File: src/rtl/boot_sequencer_ulx3s_pkg.sv
// Shared constants for the ULX3S boot sequencer: FSM state codes, default
// timing values and the registered output bundle.
package boot_seq_pkg;

  localparam logic [2:0] ST_LOCK_WAIT = 3'd0;
  localparam logic [2:0] ST_DETACH    = 3'd1;
  localparam logic [2:0] ST_RUN       = 3'd2;
  localparam logic [2:0] ST_BOOT_WAIT = 3'd3;
  localparam logic [2:0] ST_RECONFIG  = 3'd4;

  localparam int DEF_DEBOUNCE_CYCLES   = 65535;
  localparam int DEF_DETACH_CYCLES     = 65535;
  localparam int DEF_BOOT_DELAY_CYCLES = 48000;  // 1 ms at 48 MHz
  localparam int DEF_PROGRAMN_CYCLES   = 16;
  localparam int DEF_CNT_W             = 16;

  typedef struct packed {
    logic bl_reset;
    logic usb_detach;
    logic programn;
  } seq_out_t;

  localparam seq_out_t SEQ_OUT_RESET = '{bl_reset: 1'b1, usb_detach: 1'b1, programn: 1'b1};

  // The bootloader core runs (and USB stays attached) only in these states.
  function automatic logic core_running(input logic [2:0] st);
    return (st == ST_RUN) || (st == ST_BOOT_WAIT);
  endfunction

endpackage

File: src/rtl/boot_sequencer_ulx3s_if.sv
// Signals exchanged between the boot sequencer (master) and the bootloader
// core / board pins (slave).
interface boot_sequencer_ulx3s_if;
  logic       boot_req;
  logic       bl_reset;
  logic       usb_detach;
  logic       programn;
  logic [2:0] state;

  modport master (input boot_req, output bl_reset, usb_detach, programn, state);
  modport slave  (output boot_req, input bl_reset, usb_detach, programn, state);
endinterface

File: src/rtl/boot_sequencer_ulx3s_btn_debounce.sv
// User button conditioning: 2-flop synchronizer, stable-count debouncer and
// a registered rising-edge pulse on the debounced level.
module btn_debounce #(
  parameter int DEBOUNCE_CYCLES = 65535,
  parameter int CNT_W           = 16
) (
  input  logic clk_48mhz,
  input  logic reset,
  input  logic btn,
  output logic level,
  output logic press
);

  localparam logic [CNT_W-1:0] CNT_LAST = CNT_W'(DEBOUNCE_CYCLES - 1);

  logic [1:0]       sync_q;
  logic             level_q, level_d;
  logic             press_q;
  logic [CNT_W-1:0] cnt_q, cnt_d;

  // Counter runs only while the synchronized input disagrees with the level.
  always_comb begin
    level_d = level_q;
    cnt_d   = '0;
    if (sync_q[1] != level_q) begin
      if (cnt_q == CNT_LAST) begin
        level_d = sync_q[1];
      end else begin
        cnt_d = cnt_q + 1'b1;
      end
    end
  end

  always_ff @(posedge clk_48mhz) begin
    if (reset) begin
      sync_q  <= '0;
      level_q <= 1'b0;
      press_q <= 1'b0;
      cnt_q   <= '0;
    end else begin
      sync_q  <= {sync_q[0], btn};
      level_q <= level_d;
      press_q <= level_d & ~level_q;
      cnt_q   <= cnt_d;
    end
  end

  assign level = level_q;
  assign press = press_q;

endmodule

File: src/rtl/boot_sequencer_ulx3s.sv
// Reset/boot sequencer: holds the bootloader core in reset with USB detached
// until PLL lock, and on boot request detaches USB and pulses PROGRAMN.
module boot_sequencer_ulx3s
  import boot_seq_pkg::*;
#(
  parameter int DEBOUNCE_CYCLES   = DEF_DEBOUNCE_CYCLES,
  parameter int DETACH_CYCLES     = DEF_DETACH_CYCLES,
  parameter int BOOT_DELAY_CYCLES = DEF_BOOT_DELAY_CYCLES,
  parameter int PROGRAMN_CYCLES   = DEF_PROGRAMN_CYCLES,
  parameter int CNT_W             = DEF_CNT_W
) (
  input  logic                   clk_48mhz,
  input  logic                   reset,
  input  logic                   pll_lock,
  input  logic                   btn_reset,
  boot_sequencer_ulx3s_if.master core
);

  localparam logic [CNT_W-1:0] DETACH_LAST = CNT_W'(DETACH_CYCLES - 1);
  localparam logic [CNT_W-1:0] BOOT_LAST   = CNT_W'(BOOT_DELAY_CYCLES - 1);
  localparam logic [CNT_W-1:0] PROG_LEN    = CNT_W'(PROGRAMN_CYCLES);

  logic             lock_meta_q, lock_s_q;
  logic [2:0]       state_q, state_d;
  logic [CNT_W-1:0] cnt_q, cnt_d;
  logic             restart;
  seq_out_t         out_q, out_d;
  logic             btn_level, btn_press, press_evt;

  btn_debounce #(
    .DEBOUNCE_CYCLES(DEBOUNCE_CYCLES),
    .CNT_W          (CNT_W)
  ) u_btn (
    .clk_48mhz(clk_48mhz),
    .reset    (reset),
    .btn      (btn_reset),
    .level    (btn_level),
    .press    (btn_press)
  );

  // A press is honoured only while the debounced level still reads held.
  assign press_evt = btn_press & btn_level;

  always_comb begin
    state_d = state_q;
    restart = 1'b0;
    case (state_q)
      ST_LOCK_WAIT: if (lock_s_q) state_d = ST_DETACH;
      ST_DETACH: begin
        if (!lock_s_q)             state_d = ST_LOCK_WAIT;
        else if (press_evt)        restart = 1'b1;
        else if (cnt_q == DETACH_LAST) state_d = ST_RUN;
      end
      ST_RUN: begin
        if (!lock_s_q)             state_d = ST_LOCK_WAIT;
        else if (press_evt)        state_d = ST_DETACH;
        else if (core.boot_req)    state_d = ST_BOOT_WAIT;
      end
      ST_BOOT_WAIT: begin
        if (!lock_s_q)             state_d = ST_LOCK_WAIT;
        else if (cnt_q == BOOT_LAST) state_d = ST_BOOT_WAIT + 3'd1;
      end
      ST_RECONFIG: state_d = ST_RECONFIG;
      default:     state_d = ST_LOCK_WAIT;
    endcase

    // Shared counter: zero on state entry, saturates instead of wrapping.
    if (restart || (state_d != state_q)) cnt_d = '0;
    else if (cnt_q != '1)                cnt_d = cnt_q + 1'b1;
    else                                 cnt_d = cnt_q;

    out_d.bl_reset   = ~core_running(state_d);
    out_d.usb_detach = ~core_running(state_d);
    out_d.programn   = ~((state_d == ST_RECONFIG) && (cnt_d < PROG_LEN));
  end

  always_ff @(posedge clk_48mhz) begin
    if (reset) begin
      lock_meta_q <= 1'b0;
      lock_s_q    <= 1'b0;
      state_q     <= ST_LOCK_WAIT;
      cnt_q       <= '0;
      out_q       <= SEQ_OUT_RESET;
    end else begin
      lock_meta_q <= pll_lock;
      lock_s_q    <= lock_meta_q;
      state_q     <= state_d;
      cnt_q       <= cnt_d;
      out_q       <= out_d;
    end
  end

  assign core.bl_reset   = out_q.bl_reset;
  assign core.usb_detach = out_q.usb_detach;
  assign core.programn   = out_q.programn;
  assign core.state      = state_q;

endmodule
File: src/flat_wrapper.sv
// flat-port wrapper written by rule: the top's interface ports become plain ports
module boot_sequencer_ulx3s_flat import boot_seq_pkg::*;
#(
  parameter int DEBOUNCE_CYCLES   = DEF_DEBOUNCE_CYCLES,
  parameter int DETACH_CYCLES     = DEF_DETACH_CYCLES,
  parameter int BOOT_DELAY_CYCLES = DEF_BOOT_DELAY_CYCLES,
  parameter int PROGRAMN_CYCLES   = DEF_PROGRAMN_CYCLES,
  parameter int CNT_W             = DEF_CNT_W
)
  (clk_48mhz, reset, pll_lock, btn_reset, core_boot_req, core_bl_reset, core_usb_detach, core_programn, core_state);
  boot_sequencer_ulx3s_if core_i ();
  input  logic clk_48mhz;
  input  logic reset;
  input  logic pll_lock;
  input  logic btn_reset;
  input wire logic [$bits(core_i.boot_req)-1:0] core_boot_req;
  output wire logic [$bits(core_i.bl_reset)-1:0] core_bl_reset;
  output wire logic [$bits(core_i.usb_detach)-1:0] core_usb_detach;
  output wire logic [$bits(core_i.programn)-1:0] core_programn;
  output wire logic [$bits(core_i.state)-1:0] core_state;
  assign core_i.boot_req = core_boot_req;
  assign core_bl_reset = core_i.bl_reset;
  assign core_usb_detach = core_i.usb_detach;
  assign core_programn = core_i.programn;
  assign core_state = core_i.state;
  boot_sequencer_ulx3s #(.DEBOUNCE_CYCLES(DEBOUNCE_CYCLES), .DETACH_CYCLES(DETACH_CYCLES), .BOOT_DELAY_CYCLES(BOOT_DELAY_CYCLES), .PROGRAMN_CYCLES(PROGRAMN_CYCLES), .CNT_W(CNT_W)) u_core (.clk_48mhz(clk_48mhz), .reset(reset), .pll_lock(pll_lock), .btn_reset(btn_reset), .core(core_i));
endmodule
File: config.mk
export PLATFORM = sky130hd
export DESIGN_NAME = boot_sequencer_ulx3s_flat
export DESIGN_NICKNAME = d
export VERILOG_FILES = /design/src/rtl/boot_sequencer_ulx3s_pkg.sv /design/src/rtl/boot_sequencer_ulx3s_if.sv /design/src/rtl/boot_sequencer_ulx3s_btn_debounce.sv /design/src/rtl/boot_sequencer_ulx3s.sv /design/src/flat_wrapper.sv
export SDC_FILE = /design/constraint.sdc
export NUM_CORES = 1
export LEC_CHECK = 0
export CAP_MARGIN = 0
export CORE_UTILIZATION = 63
export DETAILED_ROUTE_END_ITERATION = 10
export PLACE_DENSITY_LB_ADDON = 0.2
export RECOVER_POWER = 100
export SLEW_MARGIN = 20
export SYNTH_ARGS = -nofsm -noshare
export SYNTH_HDL_FRONTEND = slang
export SYNTH_SLANG_ARGS = --single-unit
File: constraint.sdc
create_clock -name clk_48mhz -period 6.6 [get_ports clk_48mhz]
set_input_delay 0.99 -clock clk_48mhz [delete_from_list [all_inputs] [get_ports clk_48mhz]]
set_output_delay 0.99 -clock clk_48mhz [all_outputs]
set_load 0.02 [all_outputs]
==> results of run 1 <==
-- synth_stat cells (6+ instances only) --
cell / number / share of area (%)
dfxtp_1: 43 / 41
inv_1: 6 / 1.1
nand2_1: 20 / 3.6
nand3_1: 13 / 3.1
nand4_1: 9 / 2.7
nor2_1: 52 / 9.4
nor2b_1: 7 / 2.1
nor3_1: 9 / 2.2
xnor2_1: 20 / 8.4
xor2_1: 10 / 4.2
-- final cells by class --
class / instances / area share (%)
sequential: 43 / 38.80
multi-input combinational: 189 / 50.76
clock buffer: 6 / 1.861
tap: 44 / 2.482
inverter: 6 / 1.015
timing repair buffer: 10 / 4.512
clock inverter: 2 / 0.5640
-- layer usage --
metal / vias up / share of wire (%)
met2: 17 / 48
met5: - / 0
li1: 854 / -
met4: 0 / 2.2
met3: 7 / 3.1
met1: 755 / 47
-- power by group --
part / internal [W] / leakage [nW] / total (W) / switching (W)
Combinational: 0.00000582 / 0.329 / 0.0000136 / 0.00000776
Clock: 0.0000411 / 0.0282 / 0.000129 / 0.0000878
Sequential: 0.000263 / 0.348 / 0.000266 / 0.00000316
-- through the flow --
stage,hold slack (ps),area [µm²]
after CTS,458.8,2226
final,457.4,2218
after global placement,423.9,2172
after floorplan,413.8,2078
after detailed placement,424.9,2172
after global routing,490.1,2218
-- sequential cells by signal, indices dropped and copies added (netlist names) --
name,cells
u_core.cnt_q,16
u_core.core.bl_reset,1
u_core.core.programn,1
u_core.core.state,3
u_core.lock_meta_q,1
u_core.lock_s_q,1
u_core.u_btn.cnt_q,16
u_core.u_btn.level,1
u_core.u_btn.press,1
u_core.u_btn.sync_q,2
-- cell families (layout without fill, tap and decap cells) --
family	count (synthesis)	after routing	synth area share [%]
multiplexers	5	5	2.468
AND/OR/NAND/NOR	131	131	30.88
flip-flops	43	43	41.42
buffers and inverters	17	24	4.033
XOR/XNOR	30	30	12.64
AO/OA/AOI/OAI	19	19	6.141
adder cells (fa/ha/maj)	4	4	2.408
-- path summary, 6_finish.rpt --
path,start,end,slack (ps),depth (start not counted)
setup / recovery,u_core.cnt_q[2],u_core.cnt_q[1],3820,6
hold / removal,u_core.lock_meta_q,u_core.lock_s_q,460,1
setup reg to reg,u_core.cnt_q[2],u_core.cnt_q[1],3820,6
hold reg to reg,u_core.lock_meta_q,u_core.lock_s_q,460,1
-- layout by cell type, fill, tap and decap left out, types with 2 or more instances in the layout --
| cell type | instances |
|---|---|
| dlygate4sd3_1 | 7 |
| nor2b_1 | 7 |
| nand3_1 | 13 |
| clkbuf_4 | 5 |
| xnor2_1 | 20 |
| xor2_1 | 10 |
| nand4_1 | 9 |
| and2_1 | 2 |
| clkdlybuf4s50_1 | 3 |
| nor3_1 | 9 |
| a21oi_1 | 4 |
| mux2i_1 | 4 |
| nor2_1 | 52 |
| inv_1 | 6 |
| a31oi_1 | 3 |
| o21ai_0 | 5 |
| nand2_1 | 20 |
| and3_1 | 4 |
| or3_1 | 4 |
| ha_1 | 4 |
| dfxtp_1 | 43 |
| nand3b_1 | 2 |
==> metrics.md, run 1 <==
| Metric | Value |
|---|---|
| Status | complete, no violations |
| Worst path bufs/invs | 0 |
| Final core occ | 71.49% |
| Met2 Use GR | between 30% and 40% |
| CTS Sinks | 43 |
| CTS tree | yes |
| Root Driver | clkbuf_4 |
| Final clock skew | 12.36 ps |
| DR vias/cell | 5.443 |
| Grt peak-use layer | met2 |
| Pwr Density | between 150 and 200 mW/mm² |
| Placer Congestion | 0.8441 |
| Yosys reg bits | 43 |
| Fin crit share | 42.12% |
| Seq/Total Area, Yosys | 41.42% |
| Dpl ws | 3866 ps |
| Max FO, Critical Path | 16 |
| Syn-to-layout area delta | 6.743% |
| Total nets after synthesis | 258 |
| TritonRoute pass-1 iters | 4 |
| Inst Count DP | 292 |
| Clock-pin transition on the worst setup and hold timing paths | 120 ps |
| Worst Tran Pin Value | 638.3 ps |
| Final Worst Setup Slack | about 3800 ps |
| Critical path's slowest cell | or4b_1 |
| Antenna Cells | 0 |
| Pins over their slew limit | 0 |
| Initial antenna violation count | 0 |
| Core box area | 0.003103 mm² |
| Remaining global-route overflow | 0 |
| Critical Path Max Stage Delay | 580 ps |
| DRC violations left | 0 |
| Largest net degree at the start of global routing | 17 |
| Seq. cell area | 860.8 µm² |
| Top_reg_cell synth | dfxtp_1 |
| CP Cell Sequence | nand3_1 > or4b_1 > o21ai_0 > mux2i_1 > nand3b_1 > a211oi_1 |
| Number of fill cells in the layout | 280 |
| Post-Syn Area per Cell | between 8 and 9 µm² |
| Number of synthesized flops with an enable pin | 0 |
| H-tree levels | 2 |
| Unrepaired setup endpoints after global routing | false |
| Max-Cap Viols | 0 |
| Post_cts resized | 0 |
| Area occupied by multi-input gates | 0.001126 mm² |
| Layout cell share with drive strength beyond 1 | 4.688% |
| Slew HR | 57.32% |
| Setup CP Type | reg2reg |
| CP Data Required Time | 6890 ps |
| CP Launch Type | flip-flop |
| Async set-or-reset flop fraction in the synthesized netlist | 0% |
| Setup crit end kind | flip-flop |
| Final min period | between 2000 and 3000 ps |
| Pwr Total | 0.0004082 W |
| GRT Overall Usage | 23.75% |
| Synth Instances | 249 |
| Fin Setup TNS | 0 ps |
| # Post-CTS Setup Buffers | 0 |
| Starting Density | about 67% |
| Routed length per instance | 12.05 µm |
| Port bufs | 10 |
| Synth warn | 0 |
| Met1 usage | between 20 and 30% |
| Dpl hpwl | approximately 2600 µm |
| Yosys cell types | 43 |
| Clock buffer depth | 2 |
| Class of the worst hold path | reg2reg |
| Mapped Area | 0.002078 mm² |
| Peak supply drop | around 170 µV |
| Hold Fails Final Rpt | 0 |
| Max Freq | ~360 MHz |
| Worst endpoint data arrival time | 3070 ps |
| DR iter-0 viols | 94 |
| CP top delay family | simple AND/OR/NAND/NOR gates |
| Endpoints failing setup | 0 |
| DR vias | 1633 |
| Row count | 20 |
| TritonCTS buffer count | 5 |
| Vias in the first global route | approximately 1400 |
| Final antenna-violating net count | 0 |
| Final non-filler cell total | 300 |
| Grt met3 use | 9.825% |
| Io pins | 11 |
| First-pass GRT wire length | 5982 µm |
| Die Wd | 59.44 µm |
| Static leakage | 0.7048 nW |
| Final Net Count | 264 |
| Die ar. | between 0.003 and 0.004 mm² |
| Post-Route WL | 3614 µm |
| Die Y | 59.44 µm |
| Clk_lat worst skew | 380 ps |
| # hold bufs at CTS | 0 |
Note: power is estimated with default switching activity, not from simulation.
==> inputs of run 2 (changes only) <==
--- a/config.mk
+++ b/config.mk
@@ -6,7 +6,7 @@
 export NUM_CORES = 1
 export LEC_CHECK = 0
 export CAP_MARGIN = 0
-export CORE_UTILIZATION = 63
+export CORE_UTILIZATION = 59
 export DETAILED_ROUTE_END_ITERATION = 10
 export PLACE_DENSITY_LB_ADDON = 0.2
 export RECOVER_POWER = 100
==> constraint.sdc (replaced) <==
create_clock -name clk_48mhz -period 2.7 [get_ports clk_48mhz]
set_input_delay 0.405 -clock clk_48mhz [delete_from_list [all_inputs] [get_ports clk_48mhz]]
set_output_delay 0.405 -clock clk_48mhz [all_outputs]
set_load 0.02 [all_outputs]
==> metrics.md, run 2 (synthesis gave the netlist of run 1 again) <==
| Metric | Value |
|---|---|
| Status | complete, no violations |
| Post-Route WL | 3747 µm |
| Max-Cap Viols | 0 |
| Die Y | 61.35 µm |
| Port bufs | 10 |
| Largest net degree at the start of global routing | 17 |
| Critical path's slowest cell | or4_1 |
| Final core occ | 66.41% |
| Vias in the first global route | 1533 |
| # Post-CTS Setup Buffers | 0 |
| Worst r2r src | u_core.cnt_q[0] |
| Placer Congestion | 0.8251 |
| CP Cell Sequence | ha_1 > nand4_1 > or4_1 > o32a_1 > nor2_4 > a21boi_0 > a41oi_1 |
| Die ar. | roughly 0.0038 mm² |
| Setup crit end kind | flip-flop |
| Final Net Count | 265 |
| TritonCTS buffer count | 5 |
| Static leakage | 0.7109 nW |
| Row count | 21 |
| Worst path bufs/invs | 0 |
| Root Driver | clkbuf_4 |
| Max FO, Critical Path | 5 |
| Final min period | 2508 ps |
| Worst endpoint data arrival time | ~2700 ps |
| Clock-pin transition on the worst setup and hold timing paths | 120 ps |
| Initial antenna violation count | 0 |
| CP Data Required Time | 2910 ps |
| Layout cell share with drive strength beyond 1 | 4.706% |
| DR vias | 1648 |
| Antenna Cells | 0 |
| TritonRoute pass-1 iters | 4 |
| Unrepaired setup endpoints after global routing | false |
| DRC violations left | 0 |
| GRT Overall Usage | a little under a quarter |
| Placed Area | around 0.0022 mm² |
| Endpoints failing setup | 0 |
| Core box area | 0.003363 mm² |
| Routed length per instance | 12.45 µm |
| Fin crit share | 92.90% |
| Final clock skew | 6.689 ps |
| Number of fill cells in the layout | about 320 |
| CTS tree | yes |
| Hold Fails Final Rpt | 0 |
| Remaining global-route overflow | 0 |
| Starting Density | 61.79% |
| Pwr Total | 0.0009668 W |
| Grt met3 use | 8.403% |
| Final antenna-violating net count | 0 |
| Hold Startpoint | u_core.lock_meta_q |
| CP Launch Type | flip-flop |
| Pwr Density | 432.9 mW/mm² |
| Most frequent cells in the layout | nor2_1, dfxtp_1, xnor2_1, nand2_1, nand3_1 |
| DR vias/cell | 5.475 |
| Post-Layout Inst Area | 0.002233 mm² |
| Grt peak-use layer | met2 |
| Peak supply drop | 404.1 µV |
| Met1 usage | 27.81% |
| Clk_lat worst skew | 340 ps |
| Syn-to-layout area delta | 7.465% |
| First-pass GRT wire length | 6479 µm |
| Io pins | 11 |
| Commonest non-fill, non-tap cell in the layout | nor2_1 |
| Fin Setup TNS | 0 ps |
| Critical Path Max Stage Delay | 620 ps |
| Clock buffer depth | 2 |
| Crit path to | u_core.core.programn |
| CP top delay family | simple AND/OR/NAND/NOR gates |
| Pins over their slew limit | 0 |
| Die Wd | between 60 and 70 µm |
| Class of the worst hold path | reg2reg |
| H-tree levels | 2 |
| Worst R2R Path Depth | 7 |
| CP Launch Point | u_core.cnt_q[0] |
| CTS Sinks | 43 |
| Setup CP Type | reg2reg |
| RR Endpoint | u_core.core.programn |
| DR iter-0 viols | 60 |
| Worst R2R Setup Slack | 190 ps |
| Met2 Use GR | approximately 41% |
| Max Freq | 398.7 MHz |
| Slew HR | around 65% |
| Worst Tran Pin Value | ~520 ps |
| WP depth | 7 |
| Dpl hpwl | around 2700 µm |
| Final hold slack | 459.7 ps |
## run 2: how the worst min path moves through the flow
stage | endpoint | slack (ps) | cells after the start
finish | u_core.lock_s_q | 460 | 1
global placement | u_core.lock_s_q | 420 | 1
detailed placement | u_core.lock_s_q | 440 | 1
global route | u_core.u_btn.sync_q[1] | 470 | 1
CTS | u_core.lock_s_q | 460 | 1
floorplan | u_core.lock_s_q | 410 | 1
## run 2: report_power, final
part | switching, W | total (W) | internal, W | leakage (nW)
Combinational | 0.0000199 | 0.0000356 | 0.0000157 | 0.339
Clock | 0.000189 | 0.000282 | 0.0000930 | 0.0242
Sequential | 0.00000778 | 0.000649 | 0.000642 | 0.348
## run 2: repair_timing
action / CTS / global route
resized for setup: 0 / 4
endpoints found under the hold margin: 0 / 0
hold buffers: 0 / 0
endpoints found under the setup margin: 0 / 1
## run 2: layer usage
layer	share of wire [%]	routed length, µm
met2	49	1827
met1	47	1747
met4	1.1	40
met3	3.5	131
met5	0	0
## run 2: layout make-up
class | instances | area [µm²] | area share [%]
clock buffer | 6 | 41.29 | 1.849
inverter | 6 | 22.52 | 1.008
multi-input combinational | 189 | 1147 | 51.37
sequential | 43 | 860.8 | 38.54
tap | 46 | 57.56 | 2.577
timing repair buffer | 11 | 103.9 | 4.650
## run 2: metrics by stage
stage          worst slack, ps  instances
6_report                 191.7        301
5_1_grt                  34.46        301
4_1_cts                  125.0        301
3_5_place_dp             139.6        295
3_3_place_gp             87.87        295
2_1_floorplan            475.6        249
==> inputs of run 3 (changes only) <==
--- a/config.mk
+++ b/config.mk
@@ -6,7 +6,7 @@
 export NUM_CORES = 1
 export LEC_CHECK = 0
 export CAP_MARGIN = 0
-export CORE_UTILIZATION = 59
+export CORE_UTILIZATION = 52
 export DETAILED_ROUTE_END_ITERATION = 10
 export PLACE_DENSITY_LB_ADDON = 0.2
 export RECOVER_POWER = 100
==> metrics.md, run 3 (synthesis gave the netlist of run 1 again) <==
| Metric | Value |
|---|---|
| Fin crit share | 91.58% |
| Hold path cells | 1 |
| Final Net Count | 267 |
| RR Endpoint | u_core.core.programn |
| Static leakage | 0.7327 nW |
| Unrepaired setup endpoints after global routing | false |
| Max Freq | 404.4 MHz |
| Core box area | 0.003744 mm² |
| TritonCTS buffer count | 5 |
| Worst r2r src | u_core.cnt_q[1] |
| Pwr Density | 475.2 mW/mm² |
| Commonest non-fill, non-tap cell in the layout | nor2_1 |
| Peak supply drop | ~330 µV |
| Antenna Cells | 0 |
| Final antenna-violating net count | 0 |
| DR vias/cell | 5.326 |
| Final clock skew | 7.095 ps |
| Min-Delay Endpoint | u_core.lock_s_q |
| TritonRoute pass-1 iters | 4 |
| Clock buffer depth | 2 |
| Pwr Total | 0.001080 W |
| DR vias | 1635 |
| Status | complete, no violations |
| Root Driver | clkbuf_8 |
| Metal3 WL | about 180 µm |
| Number of fill cells in the layout | roughly 350 |
| Most frequent cells in the layout | nor2_1, dfxtp_1, xnor2_1, nand2_1, nand3_1 |
| Die Wd | around 65 µm |
| Setup crit end kind | flip-flop |
| Final non-filler cell total | 307 |
| Inst Count DP | 299 |
| Dpl ws | 209.2 ps |
| Wl on met1 | 1920 µm |
| Post-Route WL | 3800 µm |
| Pins over their slew limit | 0 |
| Top Layer Used | met4 |
| Fin Setup TNS | 0 ps |
| CP Data Required Time | about 2900 ps |
| Die Y | 65.22 µm |
| Worst R2R Setup Slack | 230 ps |
| Initial antenna violation count | 0 |
| Die ar. | between 0.004 and 0.005 mm² |
| DR iter-0 viols | 121 |
| Final hold slack | 443.7 ps |
| CP Launch Type | flip-flop |
| DRC violations left | 0 |
| H-tree levels | 2 |
| Max FO, Critical Path | 5 |
| Class of the worst hold path | reg2reg |
| Setup CP Type | reg2reg |
| GRT Overall Usage | a little over 20% |
| Placer Congestion | 0.8467 |
| Final Worst Setup Slack | around 230 ps |
| Remaining global-route overflow | 0 |
| Vias in the first global route | between 1000 and 1500 |
| Syn-to-layout area delta | 9.332% |
| Worst Tran Pin Value | about 550 ps |
| Largest net degree at the start of global routing | 17 |
| CTS tree | yes |
| Final min period | 2473 ps |
| Dpl hpwl | 2633 µm |
| Layout cell share with drive strength beyond 1 | 5.405% |
| Starting Density | 55.51% |
| Max-Cap Viols | 0 |
| Clk_lat worst skew | 300 ps |
| Endpoints failing setup | 0 |
| Hold Fails Final Rpt | 0 |
| CTS Sinks | between 40 and 50 |
| Slew HR | a little under two thirds |
| Worst R2R Path Depth | 7 |
| Io pins | 11 |
| Clock-pin transition on the worst setup and hold timing paths | 80 ps |
| Port bufs | 10 |
| Row count | 22 |
| Hold Startpoint | u_core.lock_meta_q |
| Wire length on met2 | 1619 µm |
| Routed length per instance | 12.38 µm |
| Worst endpoint data arrival time | 2630 ps |
| First-pass GRT wire length | about 6700 µm |
## run 3: per-layer routing
| metal | vias up | track usage (%) |
|---|---|---|
| met5 | - | 0 |
| li1 | 852 | - |
| met3 | 9 | 5.208 |
| met2 | 35 | 30.03 |
| met1 | 739 | 28.02 |
| met4 | 0 | 10.33 |
## run 3: critical path, stage by stage (launching register included)
cell	delay (ps)
dfxtp_1	430
ha_1	280
nand4_1	220
or4_1	600
o32a_1	370
nor2_1	180
a21boi_0	200
a41oi_1	60
## run 3: final cells by class
type                    count  area (µm²)  share of cell area, %
clock inverters             2       12.51                 0.5507
flip-flops and latches     43       860.8                  37.89
inverters                   6       22.52                 0.9912
repair buffers             13       118.9                  5.231
clock buffers               6       72.57                  3.194
well taps                  48       60.06                  2.643
multi-input cells         189        1125                  49.50
## run 3: through the flow
step / instance area [µm²] / utilization (%)
floorplan: 2078 / -
global placement: 2200 / 58.76
detailed placement: 2200 / 58.76
CTS: 2285 / 61.03
global route: 2272 / 60.70
finish: 2272 / 60.70
## run 3: power by group
part,switching (W),leakage [nW],total [W],internal (W)
clock,0.000216,0.0412,0.000397,0.000181
sequential,0.00000745,0.348,0.000648,0.000641
combinational,0.0000193,0.344,0.0000345,0.0000152
total,0.000243,0.733,0.00108,0.000837
## run 3: worst max path at each step
stage,startpoint,endpoint,slack (ps),cells after the start
final,u_core.cnt_q[1],u_core.core.programn,230,7
after global routing,u_core.cnt_q[1],u_core.core.programn,70,7
after CTS,u_core.cnt_q[4],u_core.cnt_q[1],190,6
after detailed placement,u_core.cnt_q[4],u_core.cnt_q[1],210,6
after global placement,u_core.cnt_q[0],u_core.core.programn,310,6
after floorplan,u_core.core.state[0],u_core.cnt_q[12],480,8
## run 3: repair_timing
action	4_1_cts	5_1_grt
hold buffers	0	0
buffers inserted	0	0
gates resized for setup	0	1
endpoints found under the setup margin	0	1
